<file path="src/rtl/cic_interp_feeder.sv">
// Sample FIFO plus output-rate/input-rate strobe generator feeding a CIC interpolator.
// out_data is registered and reloads on each in_rate edge; an empty FIFO at that edge yields 0 and sets underflow.
module cic_interp_feeder #(
  parameter int ISZ        = 16,
  parameter int CLK_DIV    = 4,
  parameter int RATIO      = 256,
  parameter int FIFO_DEPTH = 16
) (
  input  logic                          clk,
  input  logic                          reset,
  input  logic                          enable,
  input  logic [ISZ-1:0]                s_data,
  input  logic                          s_valid,
  output logic                          s_ready,
  output logic                          out_rate,
  output logic                          in_rate,
  output logic [ISZ-1:0]                out_data,
  output logic [$clog2(FIFO_DEPTH):0]   level,
  output logic                          underflow,
  input  logic                          clear_underflow
);

  localparam int AW = $clog2(FIFO_DEPTH);
  localparam int LW = AW + 1;
  localparam int DW = (CLK_DIV > 1) ? $clog2(CLK_DIV) : 1;
  localparam int PW = (RATIO > 1) ? $clog2(RATIO) : 1;

  logic [DW-1:0]  div_cnt;
  logic [PW-1:0]  phase_cnt;
  logic [AW-1:0]  wr_ptr, rd_ptr;
  logic [ISZ-1:0] mem [FIFO_DEPTH];
  logic           full, empty, push, pop;

  assign full    = (level == LW'(FIFO_DEPTH));
  assign empty   = (level == '0);
  assign s_ready = !reset && !full;
  assign push    = s_valid && s_ready;
  assign in_rate = out_rate && (phase_cnt == '0);
  assign pop     = in_rate && !empty;

  // A strobe already registered still completes in the cycle enable drops.
  always_ff @(posedge clk) begin
    if (reset) begin
      div_cnt   <= '0;
      phase_cnt <= '0;
      out_rate  <= 1'b0;
    end else if (!enable) begin
      div_cnt   <= '0;
      phase_cnt <= '0;
      out_rate  <= 1'b0;
    end else begin
      out_rate <= (div_cnt == DW'(CLK_DIV - 1));
      if (div_cnt == DW'(CLK_DIV - 1))
        div_cnt <= '0;
      else
        div_cnt <= div_cnt + DW'(1);
      if (out_rate) begin
        if (phase_cnt == PW'(RATIO - 1))
          phase_cnt <= '0;
        else
          phase_cnt <= phase_cnt + PW'(1);
      end
    end
  end

  always_ff @(posedge clk) begin
    if (push)
      mem[wr_ptr] <= s_data;
  end

  always_ff @(posedge clk) begin
    if (reset) begin
      wr_ptr    <= '0;
      rd_ptr    <= '0;
      level     <= '0;
      out_data  <= '0;
      underflow <= 1'b0;
    end else begin
      if (push)
        wr_ptr <= wr_ptr + AW'(1);
      if (pop)
        rd_ptr <= rd_ptr + AW'(1);
      case ({push, pop})
        2'b10:   level <= level + LW'(1);
        2'b01:   level <= level - LW'(1);
        default: level <= level;
      endcase
      if (in_rate)
        out_data <= empty ? '0 : mem[rd_ptr];
      // Set has priority over a coincident clear.
      if (in_rate && empty)
        underflow <= 1'b1;
      else if (clear_underflow)
        underflow <= 1'b0;
    end
  end

endmodule

</file>
<file path="config.mk">
export PLATFORM = sky130hd
export DESIGN_NAME = cic_interp_feeder
export DESIGN_NICKNAME = d
export VERILOG_FILES = /design/src/rtl/cic_interp_feeder.sv
export SDC_FILE = /design/constraint.sdc
export NUM_CORES = 1
export LEC_CHECK = 0
export CELL_PAD_IN_SITES_DETAIL_PLACEMENT = 0
export CELL_PAD_IN_SITES_GLOBAL_PLACEMENT = 1
export CORE_UTILIZATION = 57
export CTS_CLUSTER_DIAMETER = 50
export DETAILED_ROUTE_END_ITERATION = 7
export PLACE_DENSITY = 0.89
export RECOVER_POWER = 25
export SLEW_MARGIN = 10
export SYNTH_ARGS = -nofsm -noshare
export SYNTH_HDL_FRONTEND = slang
export SYNTH_SLANG_ARGS = --single-unit
</file>
<file path="constraint.sdc">
create_clock -name clk -period 6.6 [get_ports clk]
set_input_delay 1.32 -clock clk [delete_from_list [all_inputs] [get_ports clk]]
set_output_delay 1.32 -clock clk [all_outputs]
set_load 0.1 [all_outputs]
</file>
# Word-level counts from Yosys, hierarchy flattened
# Memories as Yosys holds them, arrays and structs flattened. A register that Yosys moved wholly into a read port is not among the register bits.
# Cells that the tools add are included.
dict set report totals {
  register_bits 41
  inputBits 21
  out_inout_bits 25
  latch_bits 0
  mem_bits_ro 0
  mem_count 1
  mem_bits_rw 256
}
# name words word_bits read_ports rd_ports_with_merged_regs write_ports line_no
set memory_table {}
lappend memory_table {mem 16 16 1 1 1 31} ;# logic [ISZ-1:0] mem [FIFO_DEPTH];
dict set report classes {
  reduce_logical 14
  n_bitwise 1
  n_shift 0
  n_mul 0
  n_eq_ne 5
  addsub 6
  n_mux 9
  n_lt_le_gt_ge 0
  div_mod_pow 0
}
# cell count
set op_table {}
lappend op_table {{16-bit two-way mux} 1}
lappend op_table {{5-bit case mux with 2 select lines} 1}
lappend op_table {{4-bit by 1-bit adder with 4-bit output, second input constant} 2}
lappend op_table {{8-bit by 1-bit adder with 8-bit output, second input constant} 1}
lappend op_table {{8-bit == test, second input constant} 1}
lappend op_table {{8-bit logical NOT} 1}
lappend op_table {{4-bit two-way mux} 2}
lappend op_table {{8-bit two-way mux} 1}
lappend op_table {{5-bit by 1-bit adder with 5-bit output, second input constant} 1}
lappend op_table {{5-bit == test, second input constant} 1}
lappend op_table {{1-bit logical AND} 5}
lappend op_table {{5-bit logical NOT} 1}
lappend op_table {{5-bit by 1-bit subtractor with 5-bit output, second input constant} 1}
lappend op_table {{2-bit == test, second input constant} 2}
lappend op_table {{1-bit two-way mux} 4}
lappend op_table {{2-bit nonzero test} 2}
lappend op_table {{1-bit logical NOT} 3}
lappend op_table {{3-bit OR reduction} 1}
lappend op_table {{2-bit by 1-bit adder with 2-bit output, second input constant} 1}
lappend op_table {{2-bit by 1-bit == test with 1-bit output, second input constant} 1}
lappend op_table {{2-bit OR reduction} 1}
lappend op_table {{1-bit NOT} 1}

# Longest topological paths before layout
# Gate-level depths: netlist (run 1).
dict set report logic_depth {
  word_depth 6
  depth_mapped 14
}

# Least setup slack after synthesis (run 1)
# Ideal clock, no wire load.
dict set report synth_timing {
  path_type {input-to-output}
  startpoint {in reset}
  endpoint {out s_ready}
  path_stages 2
  slack_ns 2.297
  arrival_time_ns 2.983
  path_cell_list {clkbuf_1 -> a21oi_1}
}
dict set report synth_between {
  elab_chain_len 2
}
# item line_no
set synth_lines {}
lappend synth_lines {{start, declared} 10} ;# input logic reset,
lappend synth_lines {{1-bit logical NOT} 36} ;# assign s_ready = !reset && !full;
lappend synth_lines {{1-bit logical AND} 36}
lappend synth_lines {{end, declared} 14} ;# output logic s_ready,
# Every way passes these cells.

# Worst setup path in the final report (run 1)
# Ends and elaborated chain as after synthesis.

==> metrics, run 1 <==
number of global-route vias before repair 6471; RSZ-0062 raised after global routing no; crit-path leading delay family buffers and inverters; slew at the pin with the worst max-slew slack 1.021 ns; share of cells above drive strength 1 21.66%; max-slew violation count 0; TritonCTS clock tree built; top cells by instance count after synthesis edfxtp_1, mux4_2, dfxtp_1; relative max-transition margin 31.72%; mean post-synth cell area 18.83 um^2; share of synthesized registers carrying an async set or reset 0%; count of cell instances traversed by the critical path 3; area taken by flip-flops and latches 8594 um^2; prevailing post-synth register cell edfxtp_1; global-route wire length before repair 38010 um; global-route congestion overflow total 0; die boundary width 145.5 um; final WL 24770 um; most frequent cell after synthesis edfxtp_1; status finished clean; clock input transition at the sequential cells of the worst setup and hold paths 0.06 ns; Worst R2R Path Depth 12; hold violation count in the final report 0; die outline height 145.5 um; Std-Cell Core Area 20230 um^2; post-detailed-route via-to-cell ratio 6.187; synthesized net count 655; number of enable-type register cells in the synthesized netlist 256; number of fill cells 1289; ant diodes 0; list of cells traversed by the critical path clkdlybuf4s50_1 > a21oi_1 > clkdlybuf4s50_1; P&R area growth vs syn 15.69%; CTS Hold Buffers Added 0; CTS resizes 0; crit path time final 4.955 ns; IR drop worst, VDD 0.0002130 V; Root Buffer clkbuf_16; Yosys warning count 0; post-synthesis sequential area ratio 73.22%; count of state elements after synthesis 301; P per Cell Area 290.2 nW/um^2; biggest area contributors in the synthesized netlist edfxtp_1, mux4_2, dfxtp_1; worst hold path class reg2reg; leakage power 4.324 nW; highest clock rate 0.2018 GHz; Maximum Capacitance Violations 0; crit path launch type input pin; detailed-route via count 6069; number of unique standard cell types used by synthesis 44; slowest library cell on the worst path clkdlybuf4s50_1; H-tree level count 1; setup repair bufs after CTS 0; GRT Util Overall 24.21%; Total Nets Final 719; top cell type's share of synthesized area 65.54%; boundary pin count 46; fin crit share 75.08%; largest net degree at the start of global routing 65; worst endpoint data arrival time 3.64 ns; DR WL/cell 25.25 um; die area 21160 um^2; iteration count of the initial detailed-routing pass 5; cell count after synthesis 623; final setup TNS 0 ns; drc violations 0; end-of-flow core utilization 67.07%; most area-hungry cell type in the Yosys netlist edfxtp_1; Worst EP required 5.28 ns; final weighted congestion in routability-driven placement 0.7805; critical path start-end classification in2out; number of cells on the worst hold path 1; detailed placement HPWL 13610 um; number of buffers created by CTS 31; multi-input combinational cell area 2940 um^2; worst path buffer plus inverter count 2; remaining antenna violation count 0; number of design-rule violations left by the first detailed-router iteration 499; Initial Utilization 57.97%; maximum clock skew at final layout 0.01374 ns; Critical Path Fanout Max 24; largest stage delay on the critical path 1.17 ns; Setup-failing EPs final 0; total standard cell area after synthesis 11730 um^2; clock sink count 301; number of port buffers 45; maximum buffer depth of the clock tree 3; std cell rows 52; endpoint type of the worst setup path output port; cell repeated most along the worst path clkdlybuf4s50_1; clock latency of the later-clocked register in the worst-skew pair 0.55 ns; initial antenna violation count 0
-- routing by layer --
metal | up-vias | GRT usage [%] | share of wire (%) | routed length [um]
met4 | 0 | 9.158 | 3.0 | 751
met1 | 3141 | 30.96 | 38 | 9369
li1 | 2632 | - | - | -
met2 | 246 | 41.97 | 52 | 12920
met3 | 50 | 4.013 | 7.0 | 1727
met5 | - | 0 | 0 | 0
-- sequential cells by signal (all words and copies together), names as in the netlist, 2 cells and up, named ones only --
signal / cells
div_cnt: 2
wr_ptr: 4
rd_ptr: 4
mem: 256
phase_cnt: 8
level: 5
out_data: 16
-- worst paths after layout --
check | startpoint | slack, ns | endpoint
setup reg to reg | phase_cnt[0]$_SDFFE_PP0P_ | 2.76 | level[4]$_SDFFE_PP0P_
hold / removal | div_cnt[0]$_SDFF_PP0_ | 0.43 | div_cnt[0]$_SDFF_PP0_
setup / recovery | reset | 1.64 | s_ready
hold reg to reg | div_cnt[0]$_SDFF_PP0_ | 0.43 | div_cnt[0]$_SDFF_PP0_
-- metrics by stage --
stage / cells / setup slack [ns] / hold WS, ns / area, um^2 / power [mW]
floorplan: 623 / 2.297 / 0.4084 / 11730 / 2.165
global placement: 924 / 1.642 / 0.4164 / 12520 / 2.212
detailed placement: 924 / 1.527 / 0.4299 / 12520 / 2.217
CTS: 981 / 1.612 / 0.4383 / 13570 / 3.968
global route: 981 / 1.464 / 0.4641 / 13570 / 4.040
finish: 981 / 1.645 / 0.4339 / 13570 / 3.939
-- kinds of logic after synthesis --
group | Yosys count | synth area share, %
buffers and inverters | 44 | 1.888
multiplexers | 85 | 14.08
XOR/XNOR | 15 | 1.120
AND/OR/NAND/NOR | 101 | 4.501
adder cells (fa/ha/maj) | 11 | 1.173
flip-flops | 301 | 73.22
AO/OA/AOI/OAI | 66 | 4.021
-- cell usage in the layout (no fill, tap or decap), drive strengths merged, types with 13 or more instances in the layout --
cell	Yosys	layout
mux4	64	64
buf	20	22
clkdlybuf4s50	0	34
mux2i	21	21
a211oi	16	16
dfxtp	45	45
nor2	37	37
xor2	13	13
clkbuf	16	39
a22o	16	16
nand2	14	14
nor2b	17	17
a21oi	21	21
edfxtp	256	256
-- power by group --
group / switching [mW] / leakage, nW / internal (mW)
clock: 0.716 / 0.527 / 1.05
combinational: 0.0636 / 1.13 / 0.0314
sequential: 0.00612 / 2.67 / 2.07
total: 0.785 / 4.32 / 3.15
-- area by class of cell --
class | instances | area share [%]
clock buffers | 39 | 6.380
clock inverters | 18 | 1.374
inverters | 8 | 0.2213
multi-input cells | 278 | 21.67
flip-flops and latches | 301 | 63.33
well taps | 270 | 2.489
repair buffers | 67 | 4.536
-- worst register-to-register path, delay by kind of cell (launching register included) --
kind | cells | cell delay (ns)
buffers and inverters | 1 | 0.07
adder cells (fa/ha/maj) | 3 | 0.77
flip-flops | 1 | 0.34
XOR/XNOR | 1 | 0.19
AND/OR/NAND/NOR | 3 | 0.97
multiplexers | 1 | 0.12
AO/OA/AOI/OAI | 3 | 1.23
Power figures use the tool's default switching activity.
==> run 2: changes to the inputs <==
--- a/config.mk
+++ b/config.mk
@@ -7,10 +7,10 @@
 export LEC_CHECK = 0
 export CELL_PAD_IN_SITES_DETAIL_PLACEMENT = 0
 export CELL_PAD_IN_SITES_GLOBAL_PLACEMENT = 1
-export CORE_UTILIZATION = 57
+export CORE_UTILIZATION = 53
 export CTS_CLUSTER_DIAMETER = 50
 export DETAILED_ROUTE_END_ITERATION = 7
-export PLACE_DENSITY = 0.89
+export PLACE_DENSITY = 0.84
 export RECOVER_POWER = 25
 export SLEW_MARGIN = 10
 export SYNTH_ARGS = -nofsm -noshare
==> constraint.sdc (replaced) <==
create_clock -name clk -period 5 [get_ports clk]
set_input_delay 1 -clock clk [delete_from_list [all_inputs] [get_ports clk]]
set_output_delay 1 -clock clk [all_outputs]
set_load 0.1 [all_outputs]
==> run 2 against run 1 <==
First-iteration DRC count fell by 8.2%; combinational power up 33%; worst setup slack worse by 0.86 ns; clock skew up 0.0062 ns; wire length shrank 7.4%; critical path depth rose by 3; largest cell class unchanged; largest power group unchanged.
==> metrics, run 2 (synthesis gave the netlist of run 1 again) <==
final design instance area without fill 13520 um^2 (-0.40%); final setup TNS 0 ns (unchanged); crit path time final 4.215 ns; leakage power 4.279 nW (-1.0%); die outline height 150.8 um (+3.7%); fin crit share 84.30%; clock latency of the later-clocked register in the worst-skew pair 0.55 ns (about the same); Maximum Capacitance Violations 0 (unchanged); status finished clean; remaining antenna violation count 0 (unchanged); Critical R2R Capture level[4]$_SDFFE_PP0P_; post-detailed-route via-to-cell ratio 6.047 (-2.3%); detailed-route via count 5974 (-1.6%); number of buffers created by CTS 29 (-6.5%); std cell rows 54 (+3.8%); maximum clock skew at final layout 0.01994 ns (+0.006208 ns); H-tree level count 1 (unchanged); ant diodes 0 (unchanged); count of cell instances traversed by the critical path 6 (+3); die area 22730 um^2 (+7.4%); final weighted congestion in routability-driven placement 0.8396 (+7.6%); iteration count of the initial detailed-routing pass 5 (unchanged); crit-path leading delay family buffers and inverters; IR drop worst, VDD 0.0003162 V (+48%); Worst R2R Path Depth 12 (unchanged); Root Buffer clkbuf_16; highest clock rate 0.2372 GHz; drc violations 0 (unchanged); clock sink count 301 (unchanged); Critical Path Fanout Max 5 (-79%); Setup-failing EPs final 0 (unchanged); critical path endpoint in_rate; die boundary width 150.8 um (+3.7%); Std-Cell Core Area 21760 um^2 (+7.5%); number of flip-flops in the largest register 256 (unchanged); RSZ-0062 raised after global routing no; leading registers by flop count mem x256, out_data x16, phase_cnt x8; leading cell type in the layout, fill and taps excluded edfxtp_1; number of global-route vias before repair 6148 (-5.0%); CTS resizes 0 (unchanged); GRT Util Overall 21.23% (-3.0 points); P per Cell Area 377.6 nW/um^2 (+30%); detailed placement HPWL 13700 um (+0.67%); endpoint type of the worst setup path output port; worst endpoint data arrival time 3.22 ns (-0.42 ns); number of fill cells 1504 (+17%); slack of the worst reg-to-reg path 1.25 ns (-1.51 ns); number of design-rule violations left by the first detailed-router iteration 458 (-8.2%); Initial Utilization 53.92% (-4.1 points); boundary pin count 46 (unchanged); slew at the pin with the worst max-slew slack 1.115 ns (+0.09408 ns); reg-to-reg critical path startpoint phase_cnt[0]$_SDFFE_PP0P_; clock input transition at the sequential cells of the worst setup and hold paths 0.06 ns (about the same); worst path buffer plus inverter count 3 (+1); Min-Delay Startpoint div_cnt[0]$_SDFF_PP0_; share of cells above drive strength 1 20.62% (-1.0 points); setup repair bufs after CTS 0 (unchanged); P&R area growth vs syn 15.23%; largest stage delay on the critical path 1.13 ns (-0.04 ns); cell area after placement 12530 um^2 (about the same); crit path launch type register; number of port buffers 45 (unchanged); maximum buffer depth of the clock tree 3 (unchanged); global-route congestion overflow total 0 (unchanged); worst setup path startpoint phase_cnt[0]$_SDFFE_PP0P_; critical path start-end classification reg2out; DR WL/cell 23.20 um (-8.1%); max-slew violation count 0 (unchanged); hold slack final 0.4496 ns (+0.01573 ns); largest net degree at the start of global routing 54 (-17%); relative max-transition margin 25.66% (-6.1 points); hold violation count in the final report 0 (unchanged); TritonCTS clock tree built; Largest Register mem; Total Nets Final 717 (-0.28%); initial antenna violation count 0 (unchanged); list of cells traversed by the critical path inv_1 > ha_1 > nor4b_1 > nand2_1 > inv_2 > clkdlybuf4s50_1; final WL 22930 um (-7.4%); worst hold path class reg2reg; CTS Hold Buffers Added 0 (unchanged); slowest library cell on the worst path clkdlybuf4s50_1; most used cells in the layout excluding fill and tap cells edfxtp_1, mux4_2, dfxtp_1; global-route wire length before repair 35200 um (-7.4%); Worst EP required 4.00 ns (-1.28 ns)
==> run 2: how the worst min path moves through the flow <==
stage | depth (start not counted) | slack [ns] | end
6_report | 1 | 0.45 | div_cnt[0]$_SDFF_PP0_
5_1_grt | 1 | 0.48 | div_cnt[0]$_SDFF_PP0_
4_1_cts | 1 | 0.45 | div_cnt[0]$_SDFF_PP0_
3_5_place_dp | 1 | 0.44 | div_cnt[0]$_SDFF_PP0_
3_3_place_gp | 1 | 0.42 | div_cnt[0]$_SDFF_PP0_
2_1_floorplan | 1 | 0.41 | div_cnt[0]$_SDFF_PP0_
==> run 2: worst reg2reg max path: cells and delay by family (launching register included) <==
kind                       cells  cell delay, ns
and+or+nand+nor                3            0.89
muxes                          1            0.12
adders and majority gates      3            0.77
AOI/OAI and AO/OA              3            1.26
buffers and inverters          1            0.07
xor gates and xnor gates       1            0.19
DFF                            1            0.34
==> run 2: report_power, final <==
part | switching, mW | total (mW) | internal (mW) | leakage (nW)
sequential | 0.00858 | 2.75 | 2.74 | 2.67
clock | 0.897 | 2.23 | 1.33 | 0.481
combinational | 0.0842 | 0.126 | 0.0420 | 1.13
==> run 2: cell type report <==
cell class	instances	area (um^2)	area share [%]
sequential	301	8594	63.58
multi-input combinational	278	2940	21.75
clock buffer	39	803.3	5.943
timing repair buffer	67	613.1	4.536
tap	280	350.3	2.592
clock inverter	15	185.2	1.370
inverter	8	30.03	0.2222
==> run 2: layer usage <==
metal | GRT usage (%) | wire length [um] | vias up
met5 | 0 | 0 | -
met4 | 7.300 | 579 | 0
met3 | 3.253 | 1215 | 39
met2 | 34.98 | 11580 | 186
met1 | 29.16 | 9547 | 3118
li1 | - | - | 2631
==> run 2: per-stage QoR <==
stage / worst slack (ns) / cells / util, % / power (mW)
3_5_place_dp: 0.8045 / 934 / 57.59 / 2.928
6_report: 0.7849 / 988 / 62.13 / 5.103
2_1_floorplan: 1.120 / 623 / - / 2.858
3_3_place_gp: 1.092 / 934 / 57.59 / 2.920
5_1_grt: 0.6163 / 988 / 62.13 / 5.241
4_1_cts: 0.7768 / 988 / 62.13 / 5.139
==> run 3: changes to the inputs <==
==> constraint.sdc (replaced) <==
create_clock -name clk -period 4.05 [get_ports clk]
set_input_delay 0.81 -clock clk [delete_from_list [all_inputs] [get_ports clk]]
set_output_delay 0.81 -clock clk [all_outputs]
set_load 0.1 [all_outputs]
==> run 3 against run 2 <==
Total power up 17%; critical path type is now reg2reg; clock power increased by 9%; non-clock buffer count rose by 6; global-route usage decreased by 0.55 points; clock-buffer cell count down 3; critical endpoint is now level[4]$_SDFFE_PP0P_; die area did not move.
==> metrics, run 3 (synthesis gave the netlist of run 1 again) <==
status finished clean; hold slack final 0.4342 ns (-0.01536 ns); P&R area growth vs syn 14.76%; slack of the critical path 0.3775 ns (-0.4074 ns); Total Nets Final 723 (+0.84%); hold violation count in the final report 0 (unchanged); end-of-flow core utilization 61.88% (-0.25 points); Maximum Capacitance Violations 0 (unchanged); worst path buffer plus inverter count 1 (-2); IR drop worst, VDD 0.0003483 V (+10%); cell repeated most along the worst path ha_1; filler-free cell count of the finished design 994 (+0.61%); clock sink count 301 (unchanged); largest stage delay on the critical path 0.63 ns (-0.50 ns); largest net degree at the start of global routing 39 (-28%); final setup TNS 0 ns (unchanged); CTS resizes 0 (unchanged); maximum buffer depth of the clock tree 3 (unchanged); Worst EP required 4.47 ns (+0.47 ns); share of cells above drive strength 1 20.37% (-0.26 points); final design instance area without fill 13460 um^2 (-0.41%); crit path time final 3.672 ns; Initial Utilization 53.92% (unchanged); share of total power consumed by net switching 20.21% (+0.81 points); number of design-rule violations left by the first detailed-router iteration 355 (-22%); TritonCTS clock tree built; P per Cell Area 442.7 nW/um^2 (+17%); slowest library cell on the worst path nor4b_1; crit path launch type register; Setup Slack @ Placement 0.4588 ns (-0.3457 ns); iteration count of the initial detailed-routing pass 5 (unchanged); slew at the pin with the worst max-slew slack 1.107 ns (-0.007677 ns); number of flip-flops in the largest register 256 (unchanged); max-slew violation count 0 (unchanged); clock latency of the later-clocked register in the worst-skew pair 0.55 ns (about the same); remaining antenna violation count 0 (unchanged); GRT Util Overall 20.68% (-0.55 points); final weighted congestion in routability-driven placement 0.8449 (+0.63%); CTS Hold Buffers Added 0 (unchanged); die boundary width 150.8 um (unchanged); leading registers by flop count mem x256, out_data x16, phase_cnt x8; most used cells in the layout excluding fill and tap cells edfxtp_1, mux4_2, dfxtp_1; detailed placement HPWL 13820 um (+0.91%); boundary pin count 46 (unchanged); H-tree level count 1 (unchanged); clock share of power 40.5% (-3.2 points); drc violations 0 (unchanged); Largest Register mem; global-route wire length before repair 34220 um (-2.8%); clock input transition at the sequential cells of the worst setup and hold paths 0.06 ns (about the same); share of total power in sequential cells 56.9% (+3.1 points); post-detailed-route via-to-cell ratio 5.914 (-2.2%); final WL 22580 um (-1.5%); fin crit share 90.68%; global-route congestion overflow total 0 (unchanged); Setup-failing EPs final 0 (unchanged); leading cell type in the layout, fill and taps excluded edfxtp_1; Root Buffer clkbuf_16; leakage power 4.255 nW (-0.56%); worst endpoint data arrival time 4.09 ns (+0.87 ns); die area 22730 um^2 (unchanged); number of fill cells 1502 (-0.13%); list of cells traversed by the critical path inv_1 > ha_1 > nor4b_1 > o211a_1 > ha_1 > xor2_1 > ha_1 > nand2_1 > mux2i_1 > a2111oi_0 > o31ai_1 > nor3b_1; detailed-route via count 5879 (-1.6%); initial antenna violation count 2 (+2); RSZ-0062 raised after global routing no; net switching power 1.204 mW (+22%); number of buffers created by CTS 29 (unchanged); cell area after placement 12610 um^2 (+0.64%); Critical Path Fanout Max 10 (+5); std cell rows 54 (unchanged); maximum clock skew at final layout 0.02074 ns (+0.0007969 ns); post-placement cell count 940 (+0.64%); die outline height 150.8 um (unchanged); combinational group share of total power 2.6% (about the same); highest clock rate 0.2723 GHz; crit-path leading delay family compound AO/OA/AOI/OAI gates; internal portion of total power 4.755 mW (+16%); endpoint type of the worst setup path register; number of global-route vias before repair 5982 (-2.7%); worst hold path class reg2reg; relative max-transition margin 26.17% (+0.51 points); DR WL/cell 22.72 um (-2.1%); critical path start-end classification reg2reg; overall power 5.959 mW (+17%); number of port buffers 45 (unchanged); Std-Cell Core Area 21760 um^2 (unchanged); setup repair bufs after CTS 0 (unchanged)
[run 3: cell types whose count changed in the layout (fill, tap and decap cells not counted)]
cell,before,now
clkdlybuf4s50_1,34,33
bufinv_16,4,0
clkbuf_1,6,7
diode_2,0,2
buf_4,23,27
clkinvlp_4,2,1
buf_12,0,3
clkinv_1,2,7
clkbuf_8,4,0
inv_16,0,1
[run 3: routing by layer]
| metal | routed length, um | up-vias | global-route usage, % |
|---|---|---|---|
| met2 | 11610 | 156 | 35.55 |
| met3 | 1177 | 40 | 3.404 |
| met1 | 9357 | 3045 | 27.26 |
| li1 | - | 2638 | - |
| met4 | 440 | 0 | 6.150 |
| met5 | 0 | - | 0 |
[run 3: worst paths after layout]
path,startpoint,endpoint,slack (ns),depth (start not counted)
worst max-delay path,phase_cnt[0]$_SDFFE_PP0P_,level[4]$_SDFFE_PP0P_,0.38,12
worst min-delay path,div_cnt[0]$_SDFF_PP0_,div_cnt[0]$_SDFF_PP0_,0.43,1
worst max register to register,phase_cnt[0]$_SDFFE_PP0P_,level[4]$_SDFFE_PP0P_,0.38,12
worst min register to register,div_cnt[0]$_SDFF_PP0_,div_cnt[0]$_SDFF_PP0_,0.43,1
[run 3: worst reg2reg max path, delay by kind of cell, from the launching register on]
| kind | cells | cell delay (ns) |
|---|---|---|
| AO/OA/AOI/OAI | 3 | 1.16 |
| AND/OR/NAND/NOR | 3 | 0.87 |
| adder cells (fa/ha/maj) | 3 | 0.78 |
| flip-flops | 1 | 0.35 |
| XOR/XNOR | 1 | 0.20 |
| multiplexers | 1 | 0.12 |
| buffers and inverters | 1 | 0.08 |
[run 3: cell type report]
| type | count | area, um^2 | share of cell area (%) |
|---|---|---|---|
| Multi-Input combinational cell | 278 | 2940 | 21.84 |
| Sequential cell | 301 | 8594 | 63.84 |
| Clock buffer | 36 | 752.0 | 5.586 |
| Antenna cell | 2 | 5.005 | 0.03718 |
| Timing Repair Buffer | 73 | 693.2 | 5.149 |
| Inverter | 8 | 30.03 | 0.2231 |
| Clock inverter | 16 | 96.34 | 0.7157 |
| Tap cell | 280 | 350.3 | 2.602 |
[run 3: power groups by stage]
stage	sequential (mW)	combinational, mW	clock, mW
after floorplan	3.46	0.0643	0
after global placement	3.45	0.150	0
after detailed placement	3.46	0.157	0
after CTS	3.39	0.157	2.46
after global routing	3.39	0.167	2.57
final	3.39	0.154	2.42
